==> config.mk <==
export PLATFORM = sky130hd
export DESIGN_NAME = timer_sched_flat
export DESIGN_NICKNAME = d
export VERILOG_FILES = /design/src/rtl/timer_sched_if.sv /design/src/rtl/timer_sched.sv /design/src/flat_wrapper.sv
export SDC_FILE = /design/constraint.sdc
export NUM_CORES = 1
export LEC_CHECK = 0
export ABC_AREA = 1
export CELL_PAD_IN_SITES_DETAIL_PLACEMENT = 1
export CELL_PAD_IN_SITES_GLOBAL_PLACEMENT = 2
export CORE_MARGIN = 4
export CORE_UTILIZATION = 25
export CTS_CLUSTER_DIAMETER = 40
export CTS_CLUSTER_SIZE = 10
export DETAILED_ROUTE_END_ITERATION = 6
export PLACE_DENSITY = 0.92
export SLEW_MARGIN = 30
export SYNTH_ARGS = -nofsm -noshare
export SYNTH_HDL_FRONTEND = slang
export SYNTH_SLANG_ARGS = --single-unit
==> constraint.sdc <==
create_clock -name clk -period 1.7 [get_ports clk]
set_clock_uncertainty 0.15 [all_clocks]
set_input_delay 0.17 -clock clk [delete_from_list [all_inputs] [get_ports clk]]
set_output_delay 0.17 -clock clk [all_outputs]
set_load 0.05 [all_outputs]
==> src/rtl/timer_sched_if.sv <==
// Request/grant bundle between LED control requesters and the shared timer scheduler.
interface timer_sched_if #(
  parameter int N = 4,
  parameter int W = 6
);
  logic         tick;
  logic [N-1:0] req;
  logic [N*W-1:0] load_val;
  logic [N-1:0] grant;
  logic [N-1:0] done;
  logic [W-1:0] cnt;
  logic         busy;
  logic         led;

  modport master (output tick, req, load_val, input grant, done, cnt, busy, led);
  modport slave  (input tick, req, load_val, output grant, done, cnt, busy, led);
endinterface

==> src/rtl/timer_sched.sv <==
// Round-robin sharing of one down-counter among N requesters; done pulses to the owner on expiry.
// Request-to-done is L ticks plus 3 clocks; dropping req aborts the job silently.
module timer_sched #(
  parameter int N = 4,
  parameter int W = 6
) (
  input logic           clk,
  input logic           rst,
  timer_sched_if.slave  bus
);
  localparam int PW = (N > 1) ? $clog2(N) : 1;

  typedef enum logic [1:0] {IDLE, LOAD, COUNT, DONE} state_t;

  state_t        state;
  logic [PW-1:0] ptr;
  logic [PW-1:0] own;
  logic [N-1:0]  grant_q;
  logic [N-1:0]  done_q;
  logic [W-1:0]  cnt_q;
  logic          busy_q;
  logic          led_q;

  logic [PW-1:0] pick_idx;
  logic          pick_vld;
  logic [PW-1:0] own_nxt;
  logic          own_req;
  logic [W-1:0]  own_load;

  // First requester at or above the pointer, wrapping modulo N.
  always_comb begin
    pick_idx = '0;
    pick_vld = 1'b0;
    for (int k = 0; k < N; k++) begin
      if (!pick_vld && bus.req[(int'(ptr) + k) % N]) begin
        pick_vld = 1'b1;
        pick_idx = PW'((int'(ptr) + k) % N);
      end
    end
  end

  assign own_nxt  = (own == PW'(N - 1)) ? '0 : own + 1'b1;
  assign own_req  = bus.req[own];
  assign own_load = bus.load_val[own*W +: W];

  always_ff @(posedge clk or negedge rst) begin
    if (!rst) begin
      state   <= IDLE;
      ptr     <= '0;
      own     <= '0;
      grant_q <= '0;
      done_q  <= '0;
      cnt_q   <= '0;
      busy_q  <= 1'b0;
      led_q   <= 1'b0;
    end else begin
      done_q <= '0;
      case (state)
        IDLE: begin
          if (pick_vld) begin
            own              <= pick_idx;
            grant_q          <= '0;
            grant_q[pick_idx] <= 1'b1;
            busy_q           <= 1'b1;
            led_q            <= 1'b1;
            state            <= LOAD;
          end
        end
        LOAD: begin
          if (!own_req) begin
            state   <= IDLE;
            grant_q <= '0;
            cnt_q   <= '0;
            busy_q  <= 1'b0;
            led_q   <= 1'b0;
            ptr     <= own_nxt;
          end else begin
            cnt_q <= own_load;
            state <= COUNT;
          end
        end
        COUNT: begin
          if (!own_req) begin
            state   <= IDLE;
            grant_q <= '0;
            cnt_q   <= '0;
            busy_q  <= 1'b0;
            led_q   <= 1'b0;
            ptr     <= own_nxt;
          end else if (cnt_q == '0) begin
            done_q[own] <= 1'b1;
            state       <= DONE;
          end else if (bus.tick) begin
            cnt_q <= cnt_q - 1'b1;
          end
        end
        DONE: begin
          grant_q <= '0;
          busy_q  <= 1'b0;
          led_q   <= 1'b0;
          ptr     <= own_nxt;
          state   <= IDLE;
        end
        default: state <= IDLE;
      endcase
    end
  end

  assign bus.grant = grant_q;
  assign bus.done  = done_q;
  assign bus.cnt   = cnt_q;
  assign bus.busy  = busy_q;
  assign bus.led   = led_q;
endmodule

==> src/flat_wrapper.sv <==
// flat-port wrapper written by rule: the top's interface ports become plain ports
module timer_sched_flat 
#(
  parameter int N = 4,
  parameter int W = 6
)
  (clk, rst, bus_tick, bus_req, bus_load_val, bus_grant, bus_done, bus_cnt, bus_busy, bus_led);
  timer_sched_if #(.N(N), .W(W)) bus_i ();
  input logic clk;
  input logic rst;
  input wire logic [$bits(bus_i.tick)-1:0] bus_tick;
  input wire logic [$bits(bus_i.req)-1:0] bus_req;
  input wire logic [$bits(bus_i.load_val)-1:0] bus_load_val;
  output wire logic [$bits(bus_i.grant)-1:0] bus_grant;
  output wire logic [$bits(bus_i.done)-1:0] bus_done;
  output wire logic [$bits(bus_i.cnt)-1:0] bus_cnt;
  output wire logic [$bits(bus_i.busy)-1:0] bus_busy;
  output wire logic [$bits(bus_i.led)-1:0] bus_led;
  assign bus_i.tick = bus_tick;
  assign bus_i.req = bus_req;
  assign bus_i.load_val = bus_load_val;
  assign bus_grant = bus_i.grant;
  assign bus_done = bus_i.done;
  assign bus_cnt = bus_i.cnt;
  assign bus_busy = bus_i.busy;
  assign bus_led = bus_i.led;
  timer_sched #(.N(N), .W(W)) u_core (.clk(clk), .rst(rst), .bus(bus_i));
endmodule
==> run metrics, run 1 <==
static leakage=0.00122 uW; global-route usage over all layers=14.2%; RSZ-0062 raised after global routing=true; post-route antenna net violation count=0; Synth top area share=32.6%; Fin Hold WS=0.0938 ns; # setup viols final=8; Max clock buf depth=2; Mapped Nets=279; Iter 0 DRT Violations=52; Critical Path RT=1.70 ns; Synth Register Bits=21; PortBufs=46; critical-path maximum fanout=6; Synth cell types=27; top cells by count, synth=nand2_1 (71), nor2_1 (25), inv_1 (22), dfrtp_1 (21), o21ai_0 (16); crit path from=u_core.ptr[0]$_DFFE_PN0P_; Clock transition at path regs=0.08 ns; Comb power frac=75.0%; crit start category=register; DR WL/cell=13.5 microns; sw frac=53.1%; arrival time worst endpoint=1.79 ns; CTS buffer count=3; power per cell area=1990 mW/mm^2; total clock sinks=21; Pint=2310 uW; max-cap viol count=0; critical path, cell by cell=clkinvlp_4 -> nand2_2 -> nand2_4 -> nand2_2 -> nand2_2 -> nor2_4 -> nand3_1 -> nand3_2 -> inv_1 -> nand3_1 -> nand2_1; Reg2Reg Launch Point=u_core.ptr[0]$_DFFE_PN0P_; antenna violations before repair=0; power share of the sequential group=18.1%; Max H-tree Level=1; Overflow after GRT=0; most common cell in the netlist=nand2_1; Die Height=88.3 microns; fmax=0.560 GHz; Detailed Place HPWL=4120 microns; Initial Util=26.4%; average instance area after synthesis=6.77 sq um; share of layout cells above drive strength 1=33.4%; status=complete, but fails checks; cells on worst reg2reg path=11; synthesized area=0.00161 sq mm; leading area contributor after synthesis=dfrtp_1; fraction of registers with async set/reset=100%; core area=0.00610 sq mm; Clock Latency Late Sink=0.27 ns; DRC viols=0; WS Path Type=reg2reg; failing checks=negative setup slack; Worst setup EP type=register; Seq/Total Area, Yosys=32.6%; Max Slew Vio Count=0; Worst Hold Class=in2async; Synth Flop Type=dfrtp_1; Die Area=0.00780 sq mm; fin area=0.00247 sq mm; die width=88.3 microns; Slew HR=80.7%; Mapped Cells=238; CTS tree=done; crit-path max cell delay=0.48 ns; I/O Pins=47; Diodes inserted=0; first-pass GRT wire length=8830 microns; final WL=5160 microns; Post-synth EDFFs=0; yosys warns=0; part of the cycle the worst path needs=105%; Placed Area=0.00223 sq mm; VDD IR max=0.827 mV; Final Hold Fails=0; measured slew at the worst slew-check pin=0.290 ns; CTS Root Cell=clkbuf_8; Via density=4.62; Layout area overhead=53.4%; Clk pwr share=6.9%; Final WS setup=-0.0852 ns; Area contributors post-synth=dfrtp_1 (33%), nand2_1 (17%), ha_1 (7.8%); reg2reg setup slack=-0.09 ns; fin crit period=1.79 ns; 1st-pass router iterations=4; Reg-to-Reg End=u_core.bus.grant[0]$_DFFE_PN0P_; vias in the first global route=1927; most frequent CP cell=nand2_2; Final GP Congestion=0.831; Site Rows=28; Vias=1768; pin count of the biggest net entering global routing=22; slowest library cell on the worst path=dfrtp_2; Final nets=350; Switch Pwr=2610 uW
==> what timing repair did <==
item	in CTS	in global routing
resized for setup	20	27
setup buffers	5	2
pin swaps	8	19
hold buffers	0	0
cloned	1	0
endpoints found under the setup margin	13	20
==> kinds of logic after synthesis <==
group / share of synthesized area (%)
xor gates and xnor gates: 1.63
and+or+nand+nor: 35.4
AOI/OAI and AO/OA: 13.3
adders and majority gates: 7.76
buffers and inverters: 9.32
DFF: 32.6
==> layout by cell type (no fill, tap or decap) <==
cell type        count
and2_1               1
nand3_1             11
or2_1                1
clkdlybuf4s50_1     30
nor2_2               6
nand3_2              6
clkbuf_8             3
a31oi_1              3
dfrtp_1             17
clkinv_2             1
nand2_4              4
o22ai_1              5
o21ai_0             14
inv_2                8
a21oi_2              1
a22oi_1              1
dfrtp_2              4
xor2_1               1
nor2_1              20
nand4_1              3
inv_1               20
nand2_1             52
ha_1                10
nand2_2             22
a21oi_1              3
xnor2_1              2
buf_12               1
buf_4               37
nor2_4               2
or2_4                1
clkinvlp_4           1
buf_6                3
o21ai_1             11
a21boi_4             1
inv_4                2
==> stage by stage <==
step,setup WS (ns),utilization (%),power [uW],setup TNS [ns],std cells
after floorplan,0.00926,-,3060,0,238
after global routing,-0.210,40.6,5440,-1.67,383
after global placement,-0.160,36.5,3970,-1.70,371
after CTS,-0.0701,39.0,4680,-0.250,381
after detailed placement,-0.247,36.5,4060,-3.19,371
final,-0.0852,40.6,4920,-0.408,383
==> sequential cells by signal, summed over array words and instances (netlist names) <==
signal	cells
u_core.own	2
u_core.bus.grant	4
u_core.state	2
u_core.ptr	2
u_core.bus.done	4
u_core.bus.cnt	6
u_core.bus.busy	1
==> layout make-up <==
class	instances	area, sq um
inverters	30	118
repair buffers	71	632
well taps	75	93.8
flip-flops and latches	21	531
clock buffers	3	41.3
fillers	766	3620
clock inverters	1	5.00
multi-input cells	181	1040
repair inverters	1	7.51
==> critical path, delay by kind of cell, from the launching register on <==
family / cells / cell delay [ns]
AND/OR/NAND/NOR: 9 / 0.78
buffers and inverters: 2 / 0.26
flip-flops: 1 / 0.48
==> how the worst max path moves through the flow <==
stage | to | cells after the start
floorplan | u_core.bus.cnt[5]$_DFFE_PN0P_ | 7
global placement | u_core.bus.grant[0]$_DFFE_PN0P_ | 11
detailed placement | u_core.bus.grant[0]$_DFFE_PN0P_ | 11
CTS | u_core.state[1]$_DFFE_PN0P_ | 10
global route | u_core.bus.grant[0]$_DFFE_PN0P_ | 10
finish | u_core.bus.grant[0]$_DFFE_PN0P_ | 11
==> routing by layer <==
layer,wire [microns],vias up,global-route usage (%)
li1,-,898,-
met1,2230,831,17.3
met2,2680,31,25.7
met3,177,8,2.70
met4,78,0,3.71
met5,0,-,0
==> power by group through the flow <==
stage               clock, uW  combinational (uW)  sequential [uW]
floorplan                   0                1880             1170
global placement            0                3100              869
detailed placement          0                3200              866
CTS                       354                3450              875
global route              382                4140              916
finish                    338                3690              890
No activity file was read; power rests on OpenSTA's default activity.
==> run 2, diff against run 1 <==
- GPL_ROUTABILITY_DRIVEN: unset -> 0
==> results of run 2 <==
The final DEF is identical to that of run 1; final timing and power are the same.
==> run 3, diff against run 2 <==
- CELL_PAD_IN_SITES_DETAIL_PLACEMENT: 1 -> 0
- CELL_PAD_IN_SITES_GLOBAL_PLACEMENT: 2 -> 1
- CORE_UTILIZATION: 25 -> 27
- PLACE_DENSITY: 0.92 -> 0.8
- clock period: 1.7 -> 1.93 ns (I/O delays scaled with it)
==> run metrics, run 3 (same netlist as run 1, synthesis figures left out) <==
measured slew at the worst slew-check pin=0.516 ns (+0.226 ns); Final nets=332 (-5.1%); setup TNS=0 ns (+0.408 ns); arrival time worst endpoint=1.48 ns (-0.31 ns); Diodes inserted=0 (unchanged); crit-path max cell delay=0.83 ns (+0.35 ns); Max Slew Vio Count=0 (unchanged); fin crit period=1.82 ns; VDD IR max=0.662 mV (-20%); Comb power frac=71.6% (-3.4 points); Max clock buf depth=2 (unchanged); RSZ-0062 raised after global routing=false; PortBufs=46 (unchanged); Site Rows=27 (-3.6%); Worst Hold Class=in2async; I/O Pins=47 (unchanged); vias in the first global route=1639 (-15%); Clk pwr share=7.8% (+0.9 points); CTS tree=done; DR top layer=met4; Max H-tree Level=1 (unchanged); Reg-to-Reg End=u_core.bus.cnt[5]$_DFFE_PN0P_; fin area=0.00221 sq mm (-11%); first-pass GRT wire length=7330 microns (-17%); share of layout cells above drive strength 1=13.1% (-20 points); cells on worst reg2reg path=7 (-4); CTS Root Cell=clkbuf_8; Worst setup EP type=output port; Critical Path RT=1.59 ns (-0.11 ns); Iter 0 DRT Violations=85 (+63%); Clock Latency Late Sink=0.26 ns (about the same); Switch Pwr=1990 uW (-24%); Post-CTS Resized=0 (-100%); critical-path maximum fanout=3 (-3); Slew HR=65.5% (-15 points); Reg area=526 sq um (-0.94%); Final Hold Fails=0 (unchanged); Die Height=85.3 microns (-3.4%); antenna violations before repair=0 (unchanged); 1st-pass router iterations=4 (unchanged); worst path bufs/invs=1 (-1); Die Area=0.00727 sq mm (-6.8%); crit start category=register; Reg2Reg Launch Point=u_core.bus.cnt[0]$_DFFE_PN0P_; fmax=0.549 GHz; Largest register FFs=6 (unchanged); total clock sinks=21 (unchanged); critical path, cell by cell=clkdlybuf4s50_1; # setup viols final=0 (-8); DR WL met3=271 microns (+53%); core area=0.00564 sq mm (-7.5%); post-route antenna net violation count=0 (unchanged); DRC viols=0 (unchanged); Pint=1670 uW (-28%); max-cap viol count=0 (unchanged); FILL cells=616 (-20%); Via density=4.54 (-1.6%); Initial Util=28.6% (+2.1 points); power share of the sequential group=20.5% (+2.4 points); Vias=1645 (-7.0%); Clock transition at path regs=0.07 ns (about the same); slowest library cell on the worst path=clkdlybuf4s50_1; Multi-input gate area=936 sq um (-10%); hold-fix buffers at CTS=0 (unchanged); cell family with most CP delay=buffers and inverters; global-route usage over all layers=12.3% (-1.9 points); CP Depth=1 (-10); Layout area overhead=37.3%; static leakage=0.00108 uW (-11%); Overflow after GRT=0 (unchanged); DR WL/cell=12.0 microns (-11%); Detailed Place HPWL=3480 microns (-16%); die width=85.3 microns (-3.4%); most common cell after layout, fill and taps aside=nand2_1; met2 routed wirelength=2050 microns (-23%); status=complete, no violations; Final WS setup=0.110 ns (+0.195 ns); Met1 Wirelength=1980 microns (-11%); CTS buffer count=3 (unchanged); sw frac=54.5% (+1.3 points); WS Path Type=reg2out; final WL=4330 microns (-16%); reg2reg setup slack=0.17 ns (+0.26 ns); Placed Area=0.00217 sq mm (-2.6%); part of the cycle the worst path needs=94.3%; commonest non-fill, non-tap cells in the layout=nand2_1 (71), clkdlybuf4s50_1 (39), nor2_1 (25), inv_1 (22), dfrtp_1 (21); power per cell area=1660 mW/mm^2 (-17%); pin count of the biggest net entering global routing=22 (unchanged); Post-CTS Setup Repair Bufs=0 (-5); pre-CTS WS=0.0115 ns (+0.258 ns)
run 3: changes by cell type in the layout (fill, tap and decap cells not counted), moves of 3 or more:
cell,change
buf_4,-22
nand2_1,+19
nand2_2,-16
clkdlybuf4s50_1,+9
nor2_1,+5
nor2_2,-5
dfrtp_1,+4
dfrtp_2,-4
nand3_1,+4
nand3_2,-4
buf_6,-3
nand2_4,-3
run 3: final cells by class:
cell class	count	area share (%)
multi-input cells	181	42.3
inverters	30	5.09
repair buffers	54	22.7
clock buffers	4	2.04
flip-flops and latches	21	23.8
well taps	72	4.07
run 3: worst max path at each step:
stage / slack, ns / end / from
floorplan: 0.08 / u_core.bus.cnt[5]$_DFFE_PN0P_ / u_core.bus.cnt[0]$_DFFE_PN0P_
global placement: 0.02 / u_core.bus.grant[0]$_DFFE_PN0P_ / bus_req[0]
detailed placement: 0.01 / u_core.bus.grant[0]$_DFFE_PN0P_ / bus_req[2]
CTS: 0.10 / bus_cnt[0] / u_core.bus.cnt[0]$_DFFE_PN0P_
global route: 0.009 / u_core.bus.grant[0]$_DFFE_PN0P_ / u_core.ptr[0]$_DFFE_PN0P_
finish: 0.11 / bus_cnt[0] / u_core.bus.cnt[0]$_DFFE_PN0P_
run 3: power by group through the flow:
stage | Combinational [uW] | Sequential, uW | Clock [uW]
6_report | 2620 | 753 | 286
2_1_floorplan | 1660 | 1030 | 0
3_3_place_gp | 2620 | 760 | 0
3_5_place_dp | 2630 | 762 | 0
4_1_cts | 2650 | 755 | 297
5_1_grt | 2960 | 779 | 318
run 3: through the flow:
stage	util (%)	power, uW	hold slack (ns)	std cells
2_1_floorplan	-	2690	-0.253	238
3_3_place_gp	38.4	3380	0.315	358
3_5_place_dp	38.4	3400	0.320	358
4_1_cts	39.2	3700	0.139	362
5_1_grt	39.2	4060	0.167	362
6_report	39.2	3660	0.127	362
run 3: worst reg2reg max path, delay by kind of cell (launching register included):
kind / cells / cell delay [ns]
AOI/OAI and AO/OA: 2 / 0.55
DFF: 1 / 0.39
and+or+nand+nor: 3 / 0.29
adders and majority gates: 1 / 0.21
buffers and inverters: 1 / 0.10
run 3: per-layer routing:
metal  up-vias  GRT usage, %
li1        867             -
met1       735          15.2
met2        39          21.2
met3         4          3.50
met4         0          3.02
met5         -             0
